[src/rtl/vec_linalg_pkg.sv]
// rtl/vec_linalg_pkg.sv - shared constants and width helpers for the covariance estimator
//   Default parameter values, derived width/point helpers, output saturation bounds,
//   and the valid/last flag record carried down the sample pipeline.
package vec_linalg_pkg;

  localparam int DEF_DIN_WIDTH  = 8;
  localparam int DEF_DIN_POINT  = 7;
  localparam int DEF_ACC_LOG    = 10;
  localparam int DEF_DOUT_WIDTH = 16;
  localparam int DEF_DOUT_POINT = 15;

  // Full-precision product of two signed samples.
  function automatic int prod_width(input int din_w);
    return 2 * din_w;
  endfunction

  function automatic int prod_point(input int din_p);
    return 2 * din_p;
  endfunction

  // Sum of 2^acc_log products cannot overflow this width.
  function automatic int acc_width(input int din_w, input int acc_log);
    return 2 * din_w + acc_log;
  endfunction

  function automatic longint frame_len(input int acc_log);
    return longint'(1) << acc_log;
  endfunction

  // Saturation bounds for an unsigned / signed output of width w.
  function automatic longint umax(input int w);
    return (longint'(1) << w) - 1;
  endfunction

  function automatic longint smax(input int w);
    return (longint'(1) << (w - 1)) - 1;
  endfunction

  function automatic longint smin(input int w);
    return -(longint'(1) << (w - 1));
  endfunction

  typedef struct packed {
    logic valid;
    logic last;
  } flag_t;

endpackage

[src/rtl/cov_mac.sv]
// rtl/cov_mac.sv - one multiply/accumulate/dump lane of the covariance estimator
//   clk, rst        : clock, synchronous active-low reset
//   a, b            : registered signed samples to multiply
//   valid, last     : flags aligned with a/b; last marks the final sample of a frame
//   dump            : frame sum (acc + final product), ACC_W bits signed
//   dump_valid      : one-cycle pulse when dump is new
module cov_mac
  import vec_linalg_pkg::*;
#(
  parameter int DIN_WIDTH = DEF_DIN_WIDTH,
  parameter int ACC_LOG   = DEF_ACC_LOG,
  parameter int ACC_W     = acc_width(DIN_WIDTH, ACC_LOG)
) (
  input  logic                 clk,
  input  logic                 rst,
  input  logic [DIN_WIDTH-1:0] a,
  input  logic [DIN_WIDTH-1:0] b,
  input  logic                 valid,
  input  logic                 last,
  output logic [ACC_W-1:0]     dump,
  output logic                 dump_valid
);

  localparam int PW = prod_width(DIN_WIDTH);

  logic signed [PW-1:0]    a_ext;
  logic signed [PW-1:0]    b_ext;
  logic signed [PW-1:0]    prod_q;
  flag_t                   prod_flag;
  logic signed [ACC_W-1:0] acc;
  logic signed [ACC_W-1:0] prod_ext;
  logic signed [ACC_W-1:0] acc_next;

  assign a_ext    = {{DIN_WIDTH{a[DIN_WIDTH-1]}}, a};
  assign b_ext    = {{DIN_WIDTH{b[DIN_WIDTH-1]}}, b};
  assign prod_ext = {{(ACC_W-PW){prod_q[PW-1]}}, prod_q};
  assign acc_next = acc + prod_ext;

  always_ff @(posedge clk) begin
    if (!rst) begin
      prod_q     <= '0;
      prod_flag  <= '0;
      acc        <= '0;
      dump       <= '0;
      dump_valid <= 1'b0;
    end else begin
      prod_q          <= a_ext * b_ext;
      prod_flag.valid <= valid;
      prod_flag.last  <= valid && last;
      dump_valid      <= prod_flag.valid && prod_flag.last;
      if (prod_flag.valid) begin
        if (prod_flag.last) begin
          // Final product goes straight into the dump; the accumulator restarts
          // from zero so the next frame's first sample can arrive next cycle.
          dump <= acc_next;
          acc  <= '0;
        end else begin
          acc <= acc_next;
        end
      end
    end
  end

endmodule

[src/rtl/covariance_acc.sv]
// rtl/covariance_acc.sv - streaming 2x2 real covariance estimator (r11, r22, r12 per frame)
//   clk, rst        : clock, synchronous active-low reset
//   x1, x2          : signed antenna samples, DIN_POINT fractional bits
//   din_valid       : qualifies x1/x2; no backpressure
//   r11, r22        : unsigned frame means of x1^2, x2^2, DOUT_POINT fractional bits
//   r12             : signed frame mean of x1*x2
//   dout_valid      : one-cycle pulse when r11/r22/r12 are new
//   sat             : set with dout_valid if any output saturated in that frame
module covariance_acc
  import vec_linalg_pkg::*;
#(
  parameter int DIN_WIDTH  = DEF_DIN_WIDTH,
  parameter int DIN_POINT  = DEF_DIN_POINT,
  parameter int ACC_LOG    = DEF_ACC_LOG,
  parameter int DOUT_WIDTH = DEF_DOUT_WIDTH,
  parameter int DOUT_POINT = DEF_DOUT_POINT
) (
  input  logic                  clk,
  input  logic                  rst,
  input  logic [DIN_WIDTH-1:0]  x1,
  input  logic [DIN_WIDTH-1:0]  x2,
  input  logic                  din_valid,
  output logic [DOUT_WIDTH-1:0] r11,
  output logic [DOUT_WIDTH-1:0] r22,
  output logic [DOUT_WIDTH-1:0] r12,
  output logic                  dout_valid,
  output logic                  sat
);

  localparam int     ACC_W      = acc_width(DIN_WIDTH, ACC_LOG);
  localparam int     PROD_POINT = prod_point(DIN_POINT);
  localparam int     SHL        = (DOUT_POINT > PROD_POINT) ? DOUT_POINT - PROD_POINT : 0;
  localparam int     SHR        = (PROD_POINT > DOUT_POINT) ? PROD_POINT - DOUT_POINT : 0;
  localparam longint U_MAX      = umax(DOUT_WIDTH);
  localparam longint S_MAX      = smax(DOUT_WIDTH);
  localparam longint S_MIN      = smin(DOUT_WIDTH);

  logic [ACC_LOG-1:0]   cnt;
  logic [DIN_WIDTH-1:0] x1_q;
  logic [DIN_WIDTH-1:0] x2_q;
  flag_t                in_flag;

  logic [ACC_W-1:0] dump11, dump22, dump12;
  logic             dv11, dv22, dv12;
  logic             dump_valid;

  // Input registers, frame counter and last-flag generation. The counter wraps
  // naturally at N-1, so a sample arriving on the wrap cycle opens the next frame.
  always_ff @(posedge clk) begin
    if (!rst) begin
      cnt     <= '0;
      x1_q    <= '0;
      x2_q    <= '0;
      in_flag <= '0;
    end else begin
      x1_q          <= x1;
      x2_q          <= x2;
      in_flag.valid <= din_valid;
      in_flag.last  <= din_valid && (cnt == {ACC_LOG{1'b1}});
      if (din_valid) begin
        cnt <= cnt + 1'b1;
      end
    end
  end

  cov_mac #(.DIN_WIDTH(DIN_WIDTH), .ACC_LOG(ACC_LOG), .ACC_W(ACC_W)) u_mac11 (
    .clk(clk), .rst(rst), .a(x1_q), .b(x1_q), .valid(in_flag.valid), .last(in_flag.last),
    .dump(dump11), .dump_valid(dv11)
  );

  cov_mac #(.DIN_WIDTH(DIN_WIDTH), .ACC_LOG(ACC_LOG), .ACC_W(ACC_W)) u_mac22 (
    .clk(clk), .rst(rst), .a(x2_q), .b(x2_q), .valid(in_flag.valid), .last(in_flag.last),
    .dump(dump22), .dump_valid(dv22)
  );

  cov_mac #(.DIN_WIDTH(DIN_WIDTH), .ACC_LOG(ACC_LOG), .ACC_W(ACC_W)) u_mac12 (
    .clk(clk), .rst(rst), .a(x1_q), .b(x2_q), .valid(in_flag.valid), .last(in_flag.last),
    .dump(dump12), .dump_valid(dv12)
  );

  // All lanes see identical flags, so their dump pulses coincide.
  assign dump_valid = dv11 & dv22 & dv12;

  // Mean by arithmetic shift (floor), then move the binary point to DOUT_POINT.
  function automatic logic signed [63:0] realign(input logic [ACC_W-1:0] d);
    logic signed [63:0] v;
    v = {{(64-ACC_W){d[ACC_W-1]}}, d};
    v = v >>> ACC_LOG;
    v = v <<< SHL;
    v = v >>> SHR;
    return v;
  endfunction

  logic signed [63:0]    a11, a22, a12;
  logic [DOUT_WIDTH-1:0] r11_d, r22_d, r12_d;
  logic                  s11, s22, s12;

  always_comb begin
    a11   = realign(dump11);
    a22   = realign(dump22);
    a12   = realign(dump12);
    r11_d = a11[DOUT_WIDTH-1:0];
    r22_d = a22[DOUT_WIDTH-1:0];
    r12_d = a12[DOUT_WIDTH-1:0];
    s11   = 1'b0;
    s22   = 1'b0;
    s12   = 1'b0;
    if (a11 > U_MAX) begin
      r11_d = {DOUT_WIDTH{1'b1}};
      s11   = 1'b1;
    end else if (a11 < 0) begin
      r11_d = '0;
      s11   = 1'b1;
    end
    if (a22 > U_MAX) begin
      r22_d = {DOUT_WIDTH{1'b1}};
      s22   = 1'b1;
    end else if (a22 < 0) begin
      r22_d = '0;
      s22   = 1'b1;
    end
    if (a12 > S_MAX) begin
      r12_d = {1'b0, {(DOUT_WIDTH-1){1'b1}}};
      s12   = 1'b1;
    end else if (a12 < S_MIN) begin
      r12_d = {1'b1, {(DOUT_WIDTH-1){1'b0}}};
      s12   = 1'b1;
    end
  end

  always_ff @(posedge clk) begin
    if (!rst) begin
      r11        <= '0;
      r22        <= '0;
      r12        <= '0;
      sat        <= 1'b0;
      dout_valid <= 1'b0;
    end else begin
      dout_valid <= dump_valid;
      if (dump_valid) begin
        r11 <= r11_d;
        r22 <= r22_d;
        r12 <= r12_d;
        sat <= s11 | s22 | s12;
      end
    end
  end

endmodule

[config.mk]
export PLATFORM = sky130hd
export DESIGN_NAME = covariance_acc
export DESIGN_NICKNAME = d
export VERILOG_FILES = /design/src/rtl/vec_linalg_pkg.sv /design/src/rtl/cov_mac.sv /design/src/rtl/covariance_acc.sv
export SDC_FILE = /design/constraint.sdc
export NUM_CORES = 1
export LEC_CHECK = 0
export BUFFER_PORTS_ARGS = -buffer_cell sky130_fd_sc_hd__buf_2
export CORE_MARGIN = 4
export CORE_UTILIZATION = 39
export DETAILED_ROUTE_END_ITERATION = 12
export GPL_ROUTABILITY_DRIVEN = 0
export PLACE_DENSITY = 0.65
export SYNTH_ARGS = -nofsm -noshare
export SYNTH_HDL_FRONTEND = slang
export SYNTH_SLANG_ARGS = --single-unit
[constraint.sdc]
create_clock -name clk -period 4.4 [get_ports clk]
set_clock_uncertainty 0.15 [all_clocks]
set_input_delay 0 -clock clk [delete_from_list [all_inputs] [get_ports clk]]
set_output_delay 0 -clock clk [all_outputs]
set_load 0.1 [all_outputs]
==> impl_metrics.yaml, run 1 <==
placed_design:
  place_inst: 2812
  portBuffers: 66
  dp_hpwl_um: 32700
  place_area_um2: 20000
  pre_cts_slack_ns: -0.201
sta:
  setup_ws_ns: 0.00654
  post-route-min-period_ns: 4.39
  maxSlewHeadroom_pct: 24.9
  finalSetupViolCount: 0
  hold_slack_ns: 0.0404
  worst_pin_slew_ns: 1.12
  rsz0062_at_grt: "true"
  hold_violations: 0
  finalSetupTns_ns: 0
  fmax_mhz: 228
  maxSlewViolCount: 0
  timing.final.crit_share_pct: 99.9
grt:
  use_met2_pct: 28.4
  grt_pass1_vias: 15063
  gr-usage-met1_pct: 23.0
  grt_max_degree: 55
  grt_antenna_before_repair: 1
  grt_use_total_pct: 16.9
  grt_overflow: 0
  grt-busiest-layer: "met2"
  grt_pass1_wl_um: 72600
  globalRouteMet3Util_pct: 2.40
drt:
  drc: 0
  drtIter0Drc: 1007
  detail_route.wl_per_cell_um: 14.9
  vias_per_cell: 5.11
  drtAntennaViolNets: 0
  drt_pass1_iterations: 5
  dr_total_vias: 14747
  routed_wl_um: 42900
yosys:
  ys_seq_area_share_pct: 27.5
  avgSynthCellArea_um2: 8.65
  synth_top_area_share_pct: 27.5
  synth-edff-count: 0
  synth_area_leaders: "dfxtp_1 (28%), fa_1 (15%), ha_1 (12%)"
  syn_area_um2: 18300
  synthFlopType: "dfxtp_1"
  synth_cell_types: 63
  synth_top_cell_by_area: "dfxtp_1"
  ys_ff_latch: 251
  syn_inst: 2110
  ys_async_sr_fraction_pct: 0
  yosysWarnings: 0
layout:
  stdcell_area_um2: 21700
  n_antenna_cell: 0
  area_growth_syn_to_layout_pct: 18.8
  final_cell_mix: "dfxtp_1 (235), nor2_1 (208), inv_1 (207)"
  layout.nets: 2587
  post-route-util_pct: 46.7
  final-instance-count-excl-fill: 2888
  layout_commonest_cell: "dfxtp_1"
  drive_above_1_share_pct: 16.7
clock_tree:
  cts_tree: "done"
  cts_root_buffer: "clkbuf_16"
  path_clk_slew_ns: 0.06
  cts_buffer_depth: 3
  cts_made_buffers: 27
  insertion_delay_ns: 0.57
  cts_max_level: 1
  numClockSinks: 251
floorplan:
  core_area_um2: 46500
  die_x_um: 224
  start_util_pct: 39.3
  rows: 79
  io_pins: 69
  die_y_um: 224
  dieArea_um2: 50300
worst_setup_path:
  critPathMaxFanout: 4
  cp_data_arrival_time_ns: 4.67
  cp_slowest_cell: "fa_1"
  critPathKind: "reg2reg"
  cp_top_family: "adder cells"
  path_buf_inv: 5
  critPathCaptureType: "flop"
  critical_path.cell_chain: "and2_4 -> fa_1 -> inv_1 -> fa_1 -> inv_1 -> fa_1 -> inv_1 -> fa_1 -> inv_2 -> ha_4 -> nor2b_4 -> o21a_1 -> o41ai_2 -> o21a_1 -> buf_4 -> xor2_1 -> nor2_1"
  cpMostUsedCell: "fa_1"
  critPathRequiredTime_ns: 4.68
  slowest_delay_ns: 0.53
  crit_path_start_kind: "flop"
power_and_ir_drop:
  p_leak_nw: 10.1
  power_mw: 6.92
  power-per-cell-area_nw_per_um2: 319
  ir_drop_uv: 341
status:
  status: "complete, no violations"
worst_hold_path:
  hold_path.class: "in2reg"
flow_run:
  drv_cap: 0
final cells by class:
type / count / area [µm²]
Fill cell: 4373 / 24800
Multi-Input combinational cell: 1535 / 12500
Clock inverter: 11 / 154
Inverter: 230 / 877
Clock buffer: 38 / 797
Timing Repair Buffer: 216 / 1560
Sequential cell: 251 / 5070
Tap cell: 607 / 759
synthesized netlist by cell type, types with 55 or more instances:
cell,n
a21oi_1,129
and2_1,92
nor2_1,219
fa_1,139
nand2_1,147
inv_1,225
ha_1,168
dfxtp_1,251
a22oi_1,55
clkbuf_1,87
o21ai_0,111
xnor2_1,84
cells by family after synthesis:
logic type / count (synthesis) / share of synthesized area [%]
xor+xnor: 132 / 6.33
simple gates: 622 / 15.9
mux: 13 / 0.747
flops: 251 / 27.5
compound gates: 459 / 16.0
fa+ha+maj: 307 / 26.8
other cells: 1 / 0.0205
buf+inv: 325 / 6.73
tightest hold or removal path: cells and delay by family:
family / cells / cell delay [ns]
buffers and inverters: 2 / 0.61
AND/OR/NAND/NOR: 1 / 0.10
where the power goes:
part | switching [mW] | internal, mW | total (mW)
Sequential | 0.122 | 2.40 | 2.52
Clock | 0.950 | 1.44 | 2.39
Combinational | 1.13 | 0.873 | 2.01
worst paths after layout:
kind              slack (ns)  cells after the start             start                  to
hold / removal          0.04                      3             x1[7]             x1_q[7]
hold reg to reg         0.31                      2  u_mac12.dump[18]    u_mac12.dump[18]
setup reg to reg       0.007                     17           x2_q[2]  u_mac12.prod_q[13]
setup / recovery       0.007                     17           x2_q[2]  u_mac12.prod_q[13]
what timing repair did:
action	in CTS	in global routing
hold endpoints to repair	52	0
pin swaps	19	40
setup buffers	2	8
resized for setup	48	85
hold buffers	18	0
setup endpoints to repair	13	16
registers in the layout, indices dropped and copies added, names as in the netlist, 15 cells and up:
name / cells
u_mac11.acc: 26
u_mac12.acc: 26
u_mac22.acc: 26
r12: 16
u_mac11.dump: 16
u_mac12.dump: 16
u_mac12.prod_q: 16
u_mac22.dump: 16
r11: 15
r22: 15
u_mac11.prod_q: 15
u_mac22.prod_q: 15
routing by layer:
layer  routed length, µm  up-vias
met3                2080       75
met4                1140        0
met5                   0        -
li1                    -     7363
met1               20100     6991
met2               19600      318
Power figures use the tool's default switching activity.
==> run 2: changes to the inputs <==
--- a/config.mk
+++ b/config.mk
@@ -6,6 +6,7 @@
 export NUM_CORES = 1
 export LEC_CHECK = 0
 export BUFFER_PORTS_ARGS = -buffer_cell sky130_fd_sc_hd__buf_2
+export CORE_ASPECT_RATIO = 0.9
 export CORE_MARGIN = 4
 export CORE_UTILIZATION = 39
 export DETAILED_ROUTE_END_ITERATION = 12
==> run 2 against run 1 <==
The flow now finishes with violations (setup timing). Sequential share of layout area shrank 0.69 points. Sequential power is essentially flat. Largest cell class unchanged. Maximum frequency shrank 0.36%. Routed wire length grew 3.0%. Critical path depth grew 1. Combinational power grew 8%. Via count grew 1.8%. Die area is essentially flat. Critical endpoint is now u_mac11.prod_q[13]. Critical path type unchanged. Register-to-register slack lost 0.02 ns. Final area grew 3.3%.
==> impl_metrics.yaml, run 2 (synthesis results as in run 1) <==
sta:
  maxSlewViolCount: 0
  hold_slack_ns: 0.0750
  post-route-min-period_ns: 4.41
  worst_pin_slew_ns: 1.13
  hold_violations: 0
  rsz0062_at_grt: "true"
  timing.final.crit_share_pct: 100
  setup_ws_ns: -0.00937
  maxSlewHeadroom_pct: 24.3
  finalSetupTns_ns: -0.00937
  fmax_mhz: 227
  finalSetupViolCount: 1
clock_tree:
  insertion_delay_ns: 0.58
  cts_tree: "done"
  cts_root_buffer: "clkbuf_16"
  cts_max_level: 1
  path_clk_slew_ns: 0.06
  numClockSinks: 251
  cts_buffer_depth: 3
  cts_made_buffers: 28
power_and_ir_drop:
  power-per-cell-area_nw_per_um2: 326
  ir_drop_uv: 276
  p_leak_nw: 10.4
  p_int_mw: 4.95
  clockPowerShare_pct: 35.6
  p_sw_mw: 2.36
  comb_power_share_pct: 29.8
  swShare_pct: 32.3
  sequentialPowerShare_pct: 34.6
drt:
  drtAntennaViolNets: 0
  routed_wl_um: 44200
  dr_total_vias: 15007
  detail_route.wl_per_cell_um: 15.0
  vias_per_cell: 5.10
  drc: 0
  drt_pass1_iterations: 8
  drtIter0Drc: 746
flow_run:
  drv_cap: 0
floorplan:
  core_area_um2: 45800
  start_util_pct: 39.8
  rows: 74
  io_pins: 69
  die_y_um: 213
  dieArea_um2: 50300
  die_x_um: 236
status:
  status: "finished with violations"
  violations: "setup timing"
grt:
  grt_pass1_vias: 15125
  grt_antenna_before_repair: 1
  grt_use_total_pct: 17.3
  grt_max_degree: 93
  grt_overflow: 0
  grt_pass1_wl_um: 73900
worst_setup_path:
  cp_data_arrival_time_ns: 4.70
  slowest_delay_ns: 0.50
  r2r_start: "x1_q[0]"
  critPathRequiredTime_ns: 4.70
  critPathMaxFanout: 7
  path_buf_inv: 5
  critPathKind: "reg2reg"
  crit_path_start_kind: "flop"
  worst-path-stages: 18
  cp_slowest_cell: "fa_1"
  cpMostUsedCell: "fa_1"
  cp_top_family: "adder cells"
  critical_path.cell_chain: "clkinv_2 -> nor2_1 -> ha_4 -> fa_1 -> inv_1 -> fa_1 -> fa_1 -> inv_2 -> ha_4 -> a21oi_4 -> nor2b_4 -> o21a_1 -> o41ai_2 -> o21a_1 -> buf_4 -> xor2_1 -> buf_4 -> nor2_1"
  critPathCaptureType: "flop"
  r2r_cells: 18
  cp-startpoint: "x1_q[0]"
worst_hold_path:
  hold_path.class: "in2reg"
  holdPathStages: 3
  hold_start: "x2[5]"
layout:
  final_cell_mix: "dfxtp_1 (235), nor2_1 (207), inv_1 (201)"
  layout.nets: 2636
  n_antenna_cell: 0
  drive_above_1_share_pct: 19.1
  reg_top3: "u_mac11.acc: 26 flops, u_mac12.acc: 26 flops, u_mac22.acc: 26 flops"
  area_growth_syn_to_layout_pct: 22.7
  layout_commonest_cell: "dfxtp_1"
placed_design:
  portBuffers: 66
  dp_hpwl_um: 33000
[run 2: cell types whose count changed in the layout (fill, tap and decap cells not counted), sizes merged]
cell and change:
buf +34, bufinv +3, clkinvlp +1, inv -1, clkinv +6, dlygate4sd3 +14
clkbuf -6
[run 2: layout make-up]
class	instances	area, µm²
fillers	4229	23400
multi-input cells	1535	12700
flip-flops and latches	251	5080
repair buffers	264	1980
inverters	230	882
well taps	608	761
clock buffers	32	736
clock inverters	20	305
[run 2: per-stage QoR]
step / std cells / setup slack [ns] / util [%] / cell area (µm²) / power (mW)
floorplan: 2111 / -0.0519 / - / 18400 / 3.90
global placement: 2835 / -0.164 / 43.9 / 20100 / 4.47
detailed placement: 2835 / -0.285 / 43.9 / 20100 / 4.51
CTS: 2929 / 0.000216 / 47.6 / 21800 / 7.21
global route: 2940 / -0.180 / 48.9 / 22400 / 7.75
finish: 2940 / -0.00937 / 48.9 / 22400 / 7.31
[run 2: power groups by stage]
stage	clock network (mW)	registers [mW]	logic, mW
CTS	2.65	2.53	2.03
global placement	0	2.58	1.89
floorplan	0	2.51	1.40
detailed placement	0	2.58	1.93
finish	2.60	2.53	2.18
global route	2.75	2.54	2.46
[run 2: worst min-delay path, stage by stage]
cell	delay [ns]
dlygate4sd3_1	0.52
buf_2	0.09
and2_1	0.15
[run 2: layer usage]
metal	global-route usage [%]	share of wire (%)	wire, µm
met5	0	0	0
met4	3.64	1.7	752
met3	2.30	3.6	1610
met2	29.8	47	20800
met1	23.5	48	21100
[run 2: what timing repair did]
| item | in CTS | in global routing |
|---|---|---|
| hold buffers | 32 | 0 |
| buffers inserted | 10 | 13 |
| resized for setup | 64 | 121 |
| hold endpoints to repair | 102 | 0 |
| pin swaps | 23 | 67 |
| setup endpoints to repair | 17 | 18 |
[run 2: worst paths after layout]
check | slack [ns] | to
worst max-delay path | -0.009 | u_mac11.prod_q[13]
worst min-delay path | 0.08 | x2_q[5]
worst max register to register | -0.009 | u_mac11.prod_q[13]
worst min register to register | 0.31 | u_mac12.dump[14]
==> run 3: changes to the inputs <==
--- a/config.mk
+++ b/config.mk
@@ -12,6 +12,7 @@
 export DETAILED_ROUTE_END_ITERATION = 12
 export GPL_ROUTABILITY_DRIVEN = 0
 export PLACE_DENSITY = 0.65
+export SKIP_CTS_REPAIR_TIMING = 1
 export SYNTH_ARGS = -nofsm -noshare
 export SYNTH_HDL_FRONTEND = slang
 export SYNTH_SLANG_ARGS = --single-unit
==> run 3 against run 2 <==
The run still ends with setup timing left. Combinational power decreased by 2%. Maximum frequency fell by 0.23%. Utilization down 0.32 points. Final cell count down 0.61%. Critical path type unchanged. Critical endpoint is now u_mac12.prod_q[15].
==> impl_metrics.yaml, run 3 (synthesis results as in run 1) <==
clock_tree:
  insertion_delay_ns: 0.58
  path_clk_slew_ns: 0.07
  cts_root_buffer: "clkbuf_16"
  cts_buffer_depth: 3
  numClockSinks: 251
  cts_max_level: 1
  cts_tree: "done"
  cts_made_buffers: 28
drt:
  dr_total_vias: 14927
  routed_wl_um: 43900
  drt_pass1_iterations: 7
  detail_route.wl_per_cell_um: 15.0
  drtAntennaViolNets: 0
  drc: 0
  drtIter0Drc: 819
  vias_per_cell: 5.11
power_and_ir_drop:
  p_sw_mw: 2.35
  comb_power_share_pct: 29.4
  p_leak_nw: 10.3
  clockPowerShare_pct: 35.8
  p_int_mw: 4.92
  swShare_pct: 32.3
  power-per-cell-area_nw_per_um2: 326
  ir_drop_uv: 275
  sequentialPowerShare_pct: 34.8
layout:
  reg_top3: "u_mac11.acc: 26 flops, u_mac12.acc: 26 flops, u_mac22.acc: 26 flops"
  final-instance-count-excl-fill: 2922
  layout.nets: 2618
  n_antenna_cell: 0
  drive_above_1_share_pct: 19.7
  post-route-util_pct: 48.6
  area_growth_syn_to_layout_pct: 21.9
  layout_commonest_cell: "dfxtp_1"
  final_cell_mix: "dfxtp_1 (235), nor2_1 (208), inv_1 (200)"
worst_setup_path:
  r2r_start: "x2_q[2]"
  cp_top_family: "adder cells"
  critPathRequiredTime_ns: 4.70
  ff2ff_setup_slack_ns: -0.02
  cp_data_arrival_time_ns: 4.72
  critPathCaptureType: "flop"
  path_buf_inv: 4
  critical_path.cell_chain: "and2_4 -> fa_1 -> inv_1 -> fa_1 -> inv_2 -> fa_1 -> inv_1 -> fa_1 -> inv_2 -> ha_4 -> nor2b_4 -> o21a_1 -> o41ai_4 -> o21a_1 -> o21ai_2 -> xnor2_1 -> nor2_1"
  r2r_cells: 17
  critPathMaxFanout: 5
  slowest_delay_ns: 0.52
  cp_slowest_cell: "fa_1"
  r2r_end: "u_mac12.prod_q[15]"
  crit_path_start_kind: "flop"
  critPathKind: "reg2reg"
  cpMostUsedCell: "fa_1"
floorplan:
  core_area_um2: 45800
  die_x_um: 236
  rows: 74
  dieArea_um2: 50300
  io_pins: 69
  start_util_pct: 39.8
  die_y_um: 213
flow_run:
  drv_cap: 0
sta:
  setup_ws_ns: -0.0195
  rsz0062_at_grt: "true"
  post-route-min-period_ns: 4.42
  fmax_mhz: 226
  timing.final.crit_share_pct: 100
  hold_slack_ns: 0.0242
  maxSlewViolCount: 0
  maxSlewHeadroom_pct: 24.0
  worst_pin_slew_ns: 1.14
  finalSetupTns_ns: -0.0195
  hold_violations: 0
  finalSetupViolCount: 1
worst_hold_path:
  holdPathEnd: "x1_q[1]"
  hold_start: "x1[1]"
  hold_path.class: "in2reg"
  holdPathStages: 3
status:
  status: "finished with violations"
  violations: "setup timing"
placed_design:
  pre_cts_slack_ns: -0.285
  place_inst: 2835
  portBuffers: 66
  dp_hpwl_um: 33000
grt:
  grt_pass1_vias: 14873
  grt_use_total_pct: 17.0
  grt_max_degree: 93
  grt_antenna_before_repair: 1
  grt_overflow: 0
  grt_pass1_wl_um: 72600
==> run 3: changes by cell type in the layout (fill, tap and decap cells not counted), sizes merged <==
| cell | before | now |
|---|---|---|
| dlygate4sd3 | 32 | 19 |
| buf | 232 | 227 |
==> run 3: worst max-delay path by stage <==
stage	end	cells after the start	startpoint	slack, ns
CTS	u_mac12.prod_q[15]	18	x2_q[4]	-0.33
floorplan	u_mac12.prod_q[15]	19	x1_q[7]	-0.05
detailed placement	u_mac12.prod_q[15]	18	x2_q[4]	-0.28
global route	u_mac12.prod_q[15]	20	x2_q[1]	-0.20
finish	u_mac12.prod_q[15]	17	x2_q[2]	-0.02
global placement	u_mac22.prod_q[12]	18	x2_q[4]	-0.16
==> run 3: per-stage QoR <==
step	cell area (µm²)	power, mW
finish	22300	7.27
floorplan	18400	3.90
global route	22300	7.71
CTS	21200	7.13
global placement	20100	4.47
detailed placement	20100	4.51
==> run 3: final cells by class <==
| class | instances | area, µm² |
|---|---|---|
| fill | 4262 | 23600 |
| multi-input combinational | 1535 | 12700 |
| sequential | 251 | 5080 |
| timing repair buffer | 246 | 1800 |
| inverter | 230 | 882 |
| tap | 608 | 761 |
| clock buffer | 32 | 736 |
| clock inverter | 20 | 305 |
==> run 3: layer usage <==
metal  part of all wire (%)  up-vias  global-route usage [%]
li1                       -     7413                       -
met1                     48     7231                    23.3
met2                     47      233                    29.0
met3                    3.2       50                    2.34
met4                    1.9        0                    3.60
met5                      0        -                       0
==> run 3: power by group through the flow <==
stage	Combinational (mW)	Clock, mW	Sequential [mW]
after floorplan	1.40	0	2.51
after global placement	1.89	0	2.58
after detailed placement	1.93	0	2.58
after CTS	1.95	2.65	2.53
after global routing	2.41	2.75	2.54
final	2.14	2.60	2.53
==> run 3: worst min-delay path, cell delays in order <==
cell	delay (ns)
dlygate4sd3_1	0.51
buf_2	0.09
and2_1	0.10
